### config.mk
export PLATFORM = sky130hd
export DESIGN_NAME = rtc_calendar_alarm
export DESIGN_NICKNAME = d
export VERILOG_FILES = /design/src/rtl/rtc_pkg.sv /design/src/rtl/rtc_alarm_channel.sv /design/src/rtl/rtc_calendar_alarm.sv
export SDC_FILE = /design/constraint.sdc
export NUM_CORES = 1
export LEC_CHECK = 0
export CAP_MARGIN = 20
export CORE_MARGIN = 2
export CORE_UTILIZATION = 62
export CTS_CLUSTER_DIAMETER = 200
export DETAILED_ROUTE_END_ITERATION = 6
export GPL_ROUTABILITY_DRIVEN = 1
export MAX_ROUTING_LAYER = met4
export PLACE_DENSITY_LB_ADDON = 0.25
export SLEW_MARGIN = 10
export SYNTH_ARGS = -nofsm -noshare
export SYNTH_HDL_FRONTEND = slang
export SYNTH_HIERARCHICAL = 1
export SYNTH_SLANG_ARGS = --single-unit
### constraint.sdc
create_clock -name clk -period 9.05 [get_ports clk]
set_input_delay 1.81 -clock clk [delete_from_list [all_inputs] [get_ports clk]]
set_output_delay 1.81 -clock clk [all_outputs]
set_load 0.05 [all_outputs]
### src/rtl/rtc_pkg.sv
// Shared definitions for the RTC calendar/alarm core: write field codes,
// alarm channel state encoding, reset values and BCD calendar helpers.
// Optional feature macro used by the core: ALARM_DOW_MASK_EN.
package rtc_pkg;

  localparam logic [2:0] F_SEC  = 3'd0;
  localparam logic [2:0] F_MIN  = 3'd1;
  localparam logic [2:0] F_HOUR = 3'd2;
  localparam logic [2:0] F_DAY  = 3'd3;
  localparam logic [2:0] F_MON  = 3'd4;
  localparam logic [2:0] F_YY   = 3'd5;
  localparam logic [2:0] F_CC   = 3'd6;
  localparam logic [2:0] F_DOW  = 3'd7;

  localparam logic [1:0] AL_IDLE    = 2'd0;
  localparam logic [1:0] AL_RINGING = 2'd1;
  localparam logic [1:0] AL_SNOOZED = 2'd2;

  localparam logic [7:0] RST_SEC      = 8'h00;
  localparam logic [7:0] RST_MIN      = 8'h00;
  localparam logic [7:0] RST_HOUR     = 8'h00;
  localparam logic [7:0] RST_DAY      = 8'h01;
  localparam logic [7:0] RST_MON      = 8'h01;
  localparam logic [7:0] RST_YY       = 8'h01;
  localparam logic [2:0] RST_DOW      = 3'd1;
  localparam logic [7:0] RST_AL_HOUR  = 8'h00;
  localparam logic [7:0] RST_AL_MIN   = 8'h00;
  localparam logic [6:0] RST_DOW_MASK = 7'h7F;

  // Both nibbles are decimal digits.
  function automatic logic bcd_ok(input logic [7:0] v);
    return (v[7:4] <= 4'd9) && (v[3:0] <= 4'd9);
  endfunction

  // Increment a valid two-digit BCD value (99 is never incremented by callers).
  function automatic logic [7:0] bcd_inc(input logic [7:0] v);
    if (v[3:0] == 4'd9) return {v[7:4] + 4'd1, 4'd0};
    else                return {v[7:4], v[3:0] + 4'd1};
  endfunction

  // 10*h + l is divisible by 4 iff (2*h[0] + l) mod 4 == 0.
  function automatic logic bcd_div4(input logic tens_lsb, input logic [1:0] units_lo);
    logic [1:0] r;
    r = units_lo + {tens_lsb, 1'b0};
    return r == 2'b00;
  endfunction

  function automatic logic is_leap(input logic [7:0] yy, input logic [7:0] cc);
    if (yy != 8'h00) return bcd_div4(yy[4], yy[1:0]);
    else             return bcd_div4(cc[4], cc[1:0]);
  endfunction

  function automatic logic [7:0] days_in_month(input logic [7:0] mon, input logic leap);
    case (mon)
      8'h02:                      return leap ? 8'h29 : 8'h28;
      8'h04, 8'h06, 8'h09, 8'h11: return 8'h30;
      default:                    return 8'h31;
    endcase
  endfunction

endpackage

### src/rtl/rtc_alarm_channel.sv
// One alarm channel: stored alarm time/arm flag, IDLE/RINGING/SNOOZED FSM,
// snooze countdown and ring auto-stop counter. Counters advance on the same
// second strobe that advances the calendar.
// With ALARM_DOW_MASK_EN defined the channel also keeps a weekday mask.
module rtc_alarm_channel
  import rtc_pkg::*;
#(
  parameter int unsigned SNOOZE_MIN = 5,
  parameter int unsigned RING_SEC   = 60
) (
  input  logic       clk,
  input  logic       rst_n,
  input  logic       cfg_wr,
  input  logic [7:0] cfg_hour,
  input  logic [7:0] cfg_min,
  input  logic       cfg_arm,
`ifdef ALARM_DOW_MASK_EN
  input  logic [6:0] cfg_dow_mask,
  input  logic [2:0] dow_next,
`endif
  input  logic       sec_adv,
  input  logic [7:0] hour_next,
  input  logic [7:0] min_next,
  input  logic [7:0] sec_next,
  input  logic       snooze,
  input  logic       dismiss,
  output logic       ring
);

  localparam logic [11:0] SNZ_LOAD  = 12'(SNOOZE_MIN * 60);
  localparam logic [7:0]  RING_LAST = 8'(RING_SEC - 1);

  logic [1:0]  state;
  logic [7:0]  al_hour_q;
  logic [7:0]  al_min_q;
  logic        armed;
  logic [11:0] snz_cnt;
  logic [7:0]  ring_cnt;
  logic        fire;

`ifdef ALARM_DOW_MASK_EN
  logic [6:0] mask_q;
  logic [7:0] mask_ext;

  // Day-of-week gate for the alarm match.
  always_comb begin
    mask_ext = {1'b0, mask_q};
    fire = armed && sec_adv && (sec_next == 8'h00) &&
           (hour_next == al_hour_q) && (min_next == al_min_q) && mask_ext[dow_next];
  end
`else
  // Alarm match on the second that lands on HH:MM:00.
  always_comb begin
    fire = armed && sec_adv && (sec_next == 8'h00) &&
           (hour_next == al_hour_q) && (min_next == al_min_q);
  end
`endif

  // Configuration, ring/snooze state machine and counters.
  always_ff @(posedge clk) begin
    if (!rst_n) begin
      state     <= AL_IDLE;
      al_hour_q <= RST_AL_HOUR;
      al_min_q  <= RST_AL_MIN;
      armed     <= 1'b0;
      snz_cnt   <= '0;
      ring_cnt  <= '0;
`ifdef ALARM_DOW_MASK_EN
      mask_q    <= RST_DOW_MASK;
`endif
    end else if (cfg_wr) begin
      al_hour_q <= cfg_hour;
      al_min_q  <= cfg_min;
      armed     <= cfg_arm;
      state     <= AL_IDLE;
      snz_cnt   <= '0;
      ring_cnt  <= '0;
`ifdef ALARM_DOW_MASK_EN
      mask_q    <= cfg_dow_mask;
`endif
    end else begin
      case (state)
        AL_IDLE: begin
          if (fire) begin
            state    <= AL_RINGING;
            ring_cnt <= '0;
          end
        end
        AL_RINGING: begin
          if (dismiss) begin
            state <= AL_IDLE;
          end else if (snooze) begin
            state   <= AL_SNOOZED;
            snz_cnt <= SNZ_LOAD;
          end else if (sec_adv) begin
            if (ring_cnt == RING_LAST) state <= AL_IDLE;
            else                       ring_cnt <= ring_cnt + 8'd1;
          end
        end
        AL_SNOOZED: begin
          if (dismiss) begin
            state <= AL_IDLE;
          end else if (sec_adv) begin
            // Leaving on the tick that would take the count to zero.
            if (snz_cnt == 12'd1) begin
              state    <= AL_RINGING;
              ring_cnt <= '0;
            end else begin
              snz_cnt <= snz_cnt - 12'd1;
            end
          end
        end
        default: state <= AL_IDLE;
      endcase
    end
  end

  assign ring = (state == AL_RINGING);

endmodule

### src/rtl/rtc_calendar_alarm.sv
// BCD real-time clock/calendar with Gregorian leap rule, bounded century
// window with era wrap, day-of-week counter, a checked field-write port and
// NUM_ALARMS alarm channels.
// Optional feature macro: ALARM_DOW_MASK_EN (adds al_dow_mask weekday gating).
module rtc_calendar_alarm
  import rtc_pkg::*;
#(
  parameter int unsigned NUM_ALARMS = 2,
  parameter logic [7:0]  CC_MIN     = 8'h20,
  parameter logic [7:0]  CC_MAX     = 8'h30,
  parameter int unsigned SNOOZE_MIN = 5,
  parameter int unsigned RING_SEC   = 60
) (
  input  logic                  clk,
  input  logic                  rst_n,
  input  logic                  tick,
  input  logic                  wr_en,
  input  logic [2:0]            wr_field,
  input  logic [7:0]            wr_data,
  output logic                  wr_err,
  output logic [7:0]            sec,
  output logic [7:0]            min,
  output logic [7:0]            hour,
  output logic [7:0]            day,
  output logic [7:0]            mon,
  output logic [7:0]            yy,
  output logic [7:0]            cc,
  output logic [2:0]            dow,
  input  logic                  al_wr_en,
  input  logic [((NUM_ALARMS > 1) ? $clog2(NUM_ALARMS) : 1)-1:0] al_idx,
  input  logic [7:0]            al_hour,
  input  logic [7:0]            al_min,
  input  logic                  al_arm,
`ifdef ALARM_DOW_MASK_EN
  input  logic [6:0]            al_dow_mask,
`endif
  input  logic                  snooze,
  input  logic                  dismiss,
  output logic [NUM_ALARMS-1:0] ring,
  output logic                  any_ring
);

  localparam int unsigned IDX_W = (NUM_ALARMS > 1) ? $clog2(NUM_ALARMS) : 1;

  logic       leap_cur;
  logic [7:0] dim_cur;
  logic       sec_adv;

  // Tick-path next values
  logic [7:0] t_sec, t_min, t_hour, t_day, t_mon, t_yy, t_cc;
  logic [2:0] t_dow;
  logic       c_min, c_hour, c_day, c_mon, c_yy;

  // Write-path next values
  logic [7:0] w_sec, w_min, w_hour, w_day, w_mon, w_yy, w_cc;
  logic [2:0] w_dow;
  logic [7:0] dim_w;
  logic       wr_ok;
  logic       digits_ok;
  logic       al_ok;

  assign leap_cur = is_leap(yy, cc);
  assign dim_cur  = days_in_month(mon, leap_cur);
  assign sec_adv  = tick && !wr_en;

  // One-second cascade; every carry resolves in the same cycle.
  always_comb begin
    c_min  = (sec == 8'h59);
    c_hour = c_min && (min == 8'h59);
    c_day  = c_hour && (hour == 8'h23);
    c_mon  = c_day && (day == dim_cur);
    c_yy   = c_mon && (mon == 8'h12);

    t_sec  = c_min  ? 8'h00 : bcd_inc(sec);
    t_min  = c_min  ? ((min == 8'h59) ? 8'h00 : bcd_inc(min)) : min;
    t_hour = c_hour ? ((hour == 8'h23) ? 8'h00 : bcd_inc(hour)) : hour;
    t_day  = c_day  ? ((day == dim_cur) ? 8'h01 : bcd_inc(day)) : day;
    t_mon  = c_mon  ? ((mon == 8'h12) ? 8'h01 : bcd_inc(mon)) : mon;
    t_dow  = c_day  ? ((dow == 3'd6) ? 3'd0 : dow + 3'd1) : dow;
    t_yy   = yy;
    t_cc   = cc;
    if (c_yy) begin
      // Leaving the last year of the window restarts the era at CC_MIN:01.
      if ((cc == CC_MAX) && (yy == 8'h00)) begin
        t_cc = CC_MIN;
        t_yy = 8'h01;
      end else if (yy == 8'h99) begin
        t_yy = 8'h00;
        t_cc = bcd_inc(cc);
      end else begin
        t_yy = bcd_inc(yy);
      end
    end
  end

  // Field write validation, including day clamping for month/year changes.
  always_comb begin
    w_sec     = sec;
    w_min     = min;
    w_hour    = hour;
    w_day     = day;
    w_mon     = mon;
    w_yy      = yy;
    w_cc      = cc;
    w_dow     = dow;
    dim_w     = dim_cur;
    wr_ok     = 1'b0;
    digits_ok = bcd_ok(wr_data);
    case (wr_field)
      F_SEC: begin
        wr_ok = digits_ok && (wr_data <= 8'h59);
        w_sec = wr_data;
      end
      F_MIN: begin
        wr_ok = digits_ok && (wr_data <= 8'h59);
        w_min = wr_data;
      end
      F_HOUR: begin
        wr_ok  = digits_ok && (wr_data <= 8'h23);
        w_hour = wr_data;
      end
      F_DAY: begin
        wr_ok = digits_ok && (wr_data >= 8'h01) && (wr_data <= dim_cur);
        w_day = wr_data;
      end
      F_MON: begin
        wr_ok = digits_ok && (wr_data >= 8'h01) && (wr_data <= 8'h12);
        w_mon = wr_data;
        dim_w = days_in_month(wr_data, leap_cur);
      end
      F_YY: begin
        wr_ok = digits_ok && !((cc == CC_MAX) && (wr_data != 8'h00));
        w_yy  = wr_data;
        dim_w = days_in_month(mon, is_leap(wr_data, cc));
      end
      F_CC: begin
        wr_ok = digits_ok && (wr_data >= CC_MIN) && (wr_data <= CC_MAX) &&
                !((wr_data == CC_MAX) && (yy != 8'h00));
        w_cc  = wr_data;
        dim_w = days_in_month(mon, is_leap(yy, wr_data));
      end
      F_DOW: begin
        wr_ok = (wr_data <= 8'd6);
        w_dow = wr_data[2:0];
      end
      default: wr_ok = 1'b0;
    endcase
    if (day > dim_w) w_day = dim_w;
  end

  // Calendar registers: write has priority and swallows a coincident tick.
  always_ff @(posedge clk) begin
    if (!rst_n) begin
      sec    <= RST_SEC;
      min    <= RST_MIN;
      hour   <= RST_HOUR;
      day    <= RST_DAY;
      mon    <= RST_MON;
      yy     <= RST_YY;
      cc     <= CC_MIN;
      dow    <= RST_DOW;
      wr_err <= 1'b0;
    end else begin
      wr_err <= wr_en && !wr_ok;
      if (wr_en) begin
        if (wr_ok) begin
          sec  <= w_sec;
          min  <= w_min;
          hour <= w_hour;
          day  <= w_day;
          mon  <= w_mon;
          yy   <= w_yy;
          cc   <= w_cc;
          dow  <= w_dow;
        end
      end else if (tick) begin
        sec  <= t_sec;
        min  <= t_min;
        hour <= t_hour;
        day  <= t_day;
        mon  <= t_mon;
        yy   <= t_yy;
        cc   <= t_cc;
        dow  <= t_dow;
      end
    end
  end

  assign al_ok = bcd_ok(al_hour) && (al_hour <= 8'h23) &&
                 bcd_ok(al_min) && (al_min <= 8'h59);

  for (genvar i = 0; i < NUM_ALARMS; i++) begin : g_alarm
    localparam logic [IDX_W-1:0] MY_IDX = IDX_W'(i);
    logic cfg_wr;

    assign cfg_wr = al_wr_en && al_ok && (al_idx == MY_IDX);

    rtc_alarm_channel #(
      .SNOOZE_MIN (SNOOZE_MIN),
      .RING_SEC   (RING_SEC)
    ) u_chan (
      .clk          (clk),
      .rst_n        (rst_n),
      .cfg_wr       (cfg_wr),
      .cfg_hour     (al_hour),
      .cfg_min      (al_min),
      .cfg_arm      (al_arm),
`ifdef ALARM_DOW_MASK_EN
      .cfg_dow_mask (al_dow_mask),
      .dow_next     (t_dow),
`endif
      .sec_adv      (sec_adv),
      .hour_next    (t_hour),
      .min_next     (t_min),
      .sec_next     (t_sec),
      .snooze       (snooze),
      .dismiss      (dismiss),
      .ring         (ring[i])
    );
  end

  assign any_ring = |ring;

endmodule

# After elaboration in Yosys (flattened, before gate mapping)
# Cells that the tools add are included.
[totals]
regBits = 138
inputBits = 36
out_inout_bits = 63
word_cells = 351
[op_classes]
mux = 117
addsub = 22
bitwise = 2
eq_ne = 82
n_reduce_logical = 86
order_cmp = 17
[ops]
columns = ["op", "count"]
rows = [
  ["8-bit 2-to-1 mux", 67],
  ["12-bit 2-to-1 mux", 8],
  ["8-bit one-hot mux with 3 select lines", 3],
  ["4-bit by 1-bit adder with 4-bit output, second input constant", 14],
  ["12-bit one-hot mux with 2 select lines", 2],
  ["8-bit by 6-bit equality test with 1-bit output, second input constant", 5],
  ["8-bit equality test", 5],
  ["5-bit one-hot mux with 2 select lines", 4],
  ["1-bit logical AND", 35],
  ["8-bit by 3-bit equality test with 1-bit output, second input constant", 4],
  ["2-bit 2-to-1 mux", 16],
  ["5-bit AND reduction", 6],
  ["4-bit equality test, second input constant", 7],
  ["2-bit by 1-bit inequality test with 1-bit output, second input constant", 14],
  ["2-bit inequality test, second input constant", 14],
  ["12-bit by 1-bit equality test with 1-bit output, second input constant", 2],
  ["8-bit by 5-bit equality test with 1-bit output, second input constant", 3],
  ["4-bit <= comparator, second input constant", 6],
  ["8-bit by 6-bit <= comparator with 1-bit output, second input constant", 3],
  ["12-bit by 1-bit subtractor with 12-bit output, second input constant", 2],
  ["3-bit 2-to-1 mux", 6],
  ["6-bit AND reduction", 3],
  ["9-bit AND reduction", 2],
  ["3-bit nonzero test", 6],
  ["39 further kinds", 89],
]

# Longest topological paths before layout
[depth]
word_depth = 11
ltp_mapped = 17
depth_no_buf = 17

# Cells and area by module
# Netlist, hierarchy kept.
[modules_own_cells]
columns = ["mod", "cells_per_inst", "seq_area_each_um2", "instances", "area_per_inst_um2"]
rows = [
  ["rtc_calendar_alarm", 655, 1201.2, 1, 4987.3],
  ["rtc_alarm_channel", 220, 780.7, 2, 1991.9],
]

# Least setup slack after synthesis
# No wires, ideal clock.
[synth_path]
path_kind = "input to register"
start = "in wr_data[4]"
end = "reg day[4]"
path_slack_ns = 4.083
cell_stages = 14
setup_time_ns = 0.122
arrival_time_ns = 4.845
path_buffers = 1
required_ns = 8.928
path_cell_list = "nor4_1 > nand4_1 > a2111oi_0 > a21oi_1 > a2bb2oi_1 > ha_1 > or3b_2 > a21o_1 > a21oi_1 > o21ai_1 > o22ai_2 > buf_4 > o21ai_0 > o311a_1"
[synth_via]
elab_chain_cells = 11
word_cells_on_any_way = 52
classes_between = "add/sub: 1; order compare: 10; eq/ne: 8; mux: 15; reduce/logical: 18"
[synth_lines]
columns = ["element", "line", "rtl"]
rows = [
  ["start, declared", "rtc_calendar_alarm.sv:19", "input logic [7:0] wr_data,"],
  ["2-bit adder", "rtc_pkg.sv:44", "r = units_lo + {tens_lsb, 1'b0};"],
  ["2-bit zero test", "rtc_pkg.sv:45", "return r == 2'b00;"],
  ["1-bit 2-to-1 mux", "rtc_pkg.sv:49", "if (yy != 8'h00) return bcd_div4(yy[4], yy[1:0]);"],
  ["1-bit 2-to-1 mux", "rtc_calendar_alarm.sv:109", "case (wr_field)"],
  ["1-bit 2-to-1 mux", "rtc_pkg.sv:55", "8'h02: return leap ? 8'h29 : 8'h28;"],
  ["5-bit one-hot mux with 2 select lines", "rtc_pkg.sv:54", "case (mon)"],
  ["8-bit one-hot mux with 3 select lines", "rtc_calendar_alarm.sv:109", ""],
  ["8-bit > comparator", "rtc_calendar_alarm.sv:148", "if (day > dim_w) w_day = dim_w;"],
  ["8-bit 2-to-1 mux", "rtc_calendar_alarm.sv:148", ""],
  ["8-bit 2-to-1 mux", "rtc_calendar_alarm.sv:166", "if (wr_ok) begin"],
  ["8-bit 2-to-1 mux", "rtc_calendar_alarm.sv:165", "if (wr_en) begin"],
  ["end signal, assigned", "rtc_calendar_alarm.sv:170", "day <= w_day;"],
  ["end signal, assigned", "rtc_calendar_alarm.sv:180", "day <= t_day;"],
  ["end, declared", "rtc_calendar_alarm.sv:24", "output logic [7:0] day,"],
]
# Parallel ways exist; a longest one is shown, timed or not. The select of a mux whose other input is x is not followed.
# A chain may end at the register's enable or synchronous reset.

# Worst setup path in the final report
[layout_path]
start = "in wr_data[4]"
end = "reg day[5]"
# Same word-level chain as after synthesis.

==> results.cfg <==
[layout]
antenna_cells = 0
layoutNonFillerInstCount = 1357
fillers = 1056
layout-drive-gt1-share_pct = 6.54
syn2layout_area_growth_pct = 17.6
layout.nets = 1237
final_core_util_pct = 75.4

[status]
status = completed

[worst_setup_path]
critPathCaptureType = flip-flop
r2r-start = sec[0]
reg2reg_depth = 12
critPathTopFamily = compound AO/OA/AOI/OAI gates
r2r_end = g_alarm[1].u_chan/ring_cnt[7]
worst-path-buf-inv = 1
r2r_slack_ps = 4160
critPathRequiredTime_ps = 9370
worstSetupPathType = in -> reg
crit_path_top_delay_cell = nor4_1
cpPeakStageDelay_ps = 820
worstSetupEndpoint = day[5]
crit_fanout = 15
startpoint_type = input pin
worstSetupPathDepth = 14
crit_arrival_ps = 6430
cpMostUsedCell = a21oi_1
cp-startpoint = wr_data[4]
cp_cell_sequence = clkdlybuf4s50_1 -> nor4_1 -> nand4_1 -> a2111oi_0 -> a21oi_1 -> a2bb2oi_1 -> ha_1 -> or3b_2 -> a21o_1 -> a21oi_1 -> o21ai_1 -> o22ai_2 -> nor2_1 -> o221a_1

[yosys]
synth_top_area_cell = dfxtp_1
syn_inst = 1095
yosysWarnings = 6
synth-async-reset-ratio_pct = 0
post_synth_num_cell_types = 89
synth_top_area_share_pct = 30.8
syn_avg_cell_area_sq_um = 8.19
ys.flop_type = dfxtp_1
synth_nets = 1167
synth_edf_count = 0
synth_seq_cells = 138
ys_top_cells_by_area = dfxtp_1 31%, ha_1 5.0%, xor2_1 4.8%
synth_area_sq_um = 8970
seq_area_frac_synth_pct = 30.8

[power_and_ir_drop]
clkPwrFrac_pct = 43.8
p_per_area_nw_per_um2 = 145
vdd_drop_max_uv = 159
power_frac_comb_pct = 14.7
cell_internal_pwr_mw = 1.09
power_frac_seq_pct = 41.5
p_sw_mw = 0.442
power.leakage_nw = 3.83
switching_share_pct = 28.8

[clock_network]
cts_root_buffer = clkbuf_16
worstSkewPairLatency_ps = 430
cts_tree = done
cts_hold_buf = 0
cts_buffers = 17
postCtsSetupRepairBufs = 0
cts_sinks = 138
cts_resized = 0
cts_buffer_depth = 2
clkSlewWorstSetupHoldPaths_ps = 60
htreeDepth = 4

[min_path]
hold_class = reg -> reg

[timing]
finClkSkew_ps = 8.30
tightest_slew_ps = 1010
period_needed_ps = 6110
rsz0062_at_grt = no
hold_viol = 0
setup_violations = 0
slew_violations = 0
setup_ws_ps = 2940
fin_setup_tns_ps = 0
finalCritPeriodShare_pct = 67.5
fmax_mhz = 164
relSlewSlack_pct = 32.4

[global_routing]
grt_antenna_before_repair = 0
grt_max_degree = 86
overflow = 0
grt_pass1_vias = 7986
grt_usage_pct = 32.3
grt_pass1_wl_mm = 40.3

[detailed_routing]
drc = 0
vias_per_cell = 6.45
wirelength_mm = 24.9
postRouteAntennaNets = 0
dr.pass1.iters = 5
vias = 8757
avgRoutedWirePerCell_um = 18.4
drt-initial-drc-count = 803

[job]
drv_cap = 0

[floorplanning]
io_pins = 99
initial_core_util_pct = 64.1
die_y_um = 124
fp-row-count = 43
dieArea_sq_um = 15400
core_sq_um = 14000
die_w_um = 124

[placed_design]
dp_cells = 1325
dpl.hpwl_mm = 17.0
pre_cts_ws_ps = 2620
place.gp.congestion = 0.949
io_buffer_count = 98
## stage by stage
| step | power, mW | hold WS [ps] | instance area (sq um) |
|---|---|---|---|
| floorplan | 0.793 | 445 | 8970 |
| global placement | 0.865 | 459 | 9980 |
| detailed placement | 0.868 | 467 | 9980 |
| CTS | 1.54 | 471 | 10500 |
| global route | 1.58 | 502 | 10600 |
| finish | 1.54 | 472 | 10600 |
## cells by family (layout without fill, tap and decap cells)
logic type / Yosys count / in the layout / synth area share (%)
AO/OA/AOI/OAI: 267 / 267 / 20.8
XOR/XNOR: 69 / 69 / 6.74
adder cells (fa/ha/maj): 36 / 36 / 5.02
buffers and inverters: 96 / 178 / 4.44
flip-flops: 138 / 138 / 30.8
multiplexers: 43 / 43 / 4.87
AND/OR/NAND/NOR: 446 / 446 / 27.4
## registers in the layout (all words and copies together), names as in the netlist, 2 cells and up
| signal | cells |
|---|---|
| cc | 8 |
| day | 8 |
| dow | 3 |
| g_alarm.u_chan/al_hour_q | 16 |
| g_alarm.u_chan/al_min_q | 16 |
| g_alarm.u_chan/armed | 2 |
| g_alarm.u_chan/ring_cnt | 16 |
| g_alarm.u_chan/snz_cnt | 24 |
| g_alarm.u_chan/state | 4 |
| hour | 8 |
| min | 8 |
| mon | 8 |
| sec | 8 |
| yy | 8 |
## cell usage in the layout, fill, tap and decap left out, types with 20 or more instances in the layout
cell type / n
a21oi_1: 62
clkdlybuf4s50_1: 96
dfxtp_1: 138
ha_1: 36
inv_1: 42
mux2i_1: 38
nand2_1: 88
nand2b_1: 20
nand3_1: 34
nand4_1: 28
nor2_1: 101
nor2b_1: 43
nor3_1: 25
o21ai_0: 58
o31ai_1: 20
xnor2_1: 20
xor2_1: 49
## power groups by stage
stage / sequential [mW] / clock, mW / combinational, mW
after global routing: 0.639 / 0.703 / 0.242
after detailed placement: 0.649 / 0 / 0.219
final: 0.637 / 0.673 / 0.225
after floorplan: 0.680 / 0 / 0.113
after CTS: 0.636 / 0.677 / 0.221
after global placement: 0.649 / 0 / 0.216
## worst min-delay path, cell delays in order (launching register included)
cell	delay (ps)
dfxtp_1	320
nand2_1	60
a21oi_1	50
## synthesized netlist by cell type (all sizes together) (13+ instances only)
library cell    n
o21ai          66
a21oi          63
nor2b          43
ha             36
xor2           49
nor3           27
nand2b         20
o31ai          20
nand3          35
or3            13
nor4           15
buf            28
nand4          29
xnor2          20
inv            42
nand2          88
dfxtp         138
a211oi         14
clkbuf         26
nor2          103
mux2i          38
## per-layer routing
metal  GRT usage [%]  share of wire (%)  up-vias
li1                -                  -     4165
met1            42.5                 44     4120
met2            48.6                 45      396
met3            6.27                7.5       76
met4            13.9                3.6        0
met5               -                  0        -
## worst min-delay path by stage
stage | start | end | slack [ps] | depth (start not counted)
finish | g_alarm[1].u_chan/snz_cnt[1] | g_alarm[1].u_chan/snz_cnt[1] | 470 | 2
global route | g_alarm[0].u_chan/snz_cnt[1] | g_alarm[0].u_chan/snz_cnt[1] | 500 | 2
CTS | g_alarm[1].u_chan/snz_cnt[1] | g_alarm[1].u_chan/snz_cnt[1] | 470 | 2
detailed placement | g_alarm[1].u_chan/snz_cnt[1] | g_alarm[1].u_chan/snz_cnt[1] | 470 | 2
global placement | g_alarm[1].u_chan/snz_cnt[1] | g_alarm[1].u_chan/snz_cnt[1] | 460 | 2
floorplan | g_alarm[0].u_chan/snz_cnt[1] | g_alarm[0].u_chan/snz_cnt[1] | 440 | 2
## area by class of cell
| type | count | area (sq um) | area share [%] |
|---|---|---|---|
| well taps | 180 | 225 | 2.13 |
| repair buffers | 105 | 1020 | 9.67 |
| clock buffers | 20 | 457 | 4.33 |
| flip-flops and latches | 138 | 2760 | 26.2 |
| inverters | 42 | 158 | 1.49 |
| multi-input cells | 861 | 5820 | 55.1 |
| clock inverters | 11 | 115 | 1.09 |
Power figures use the tool's default switching activity.
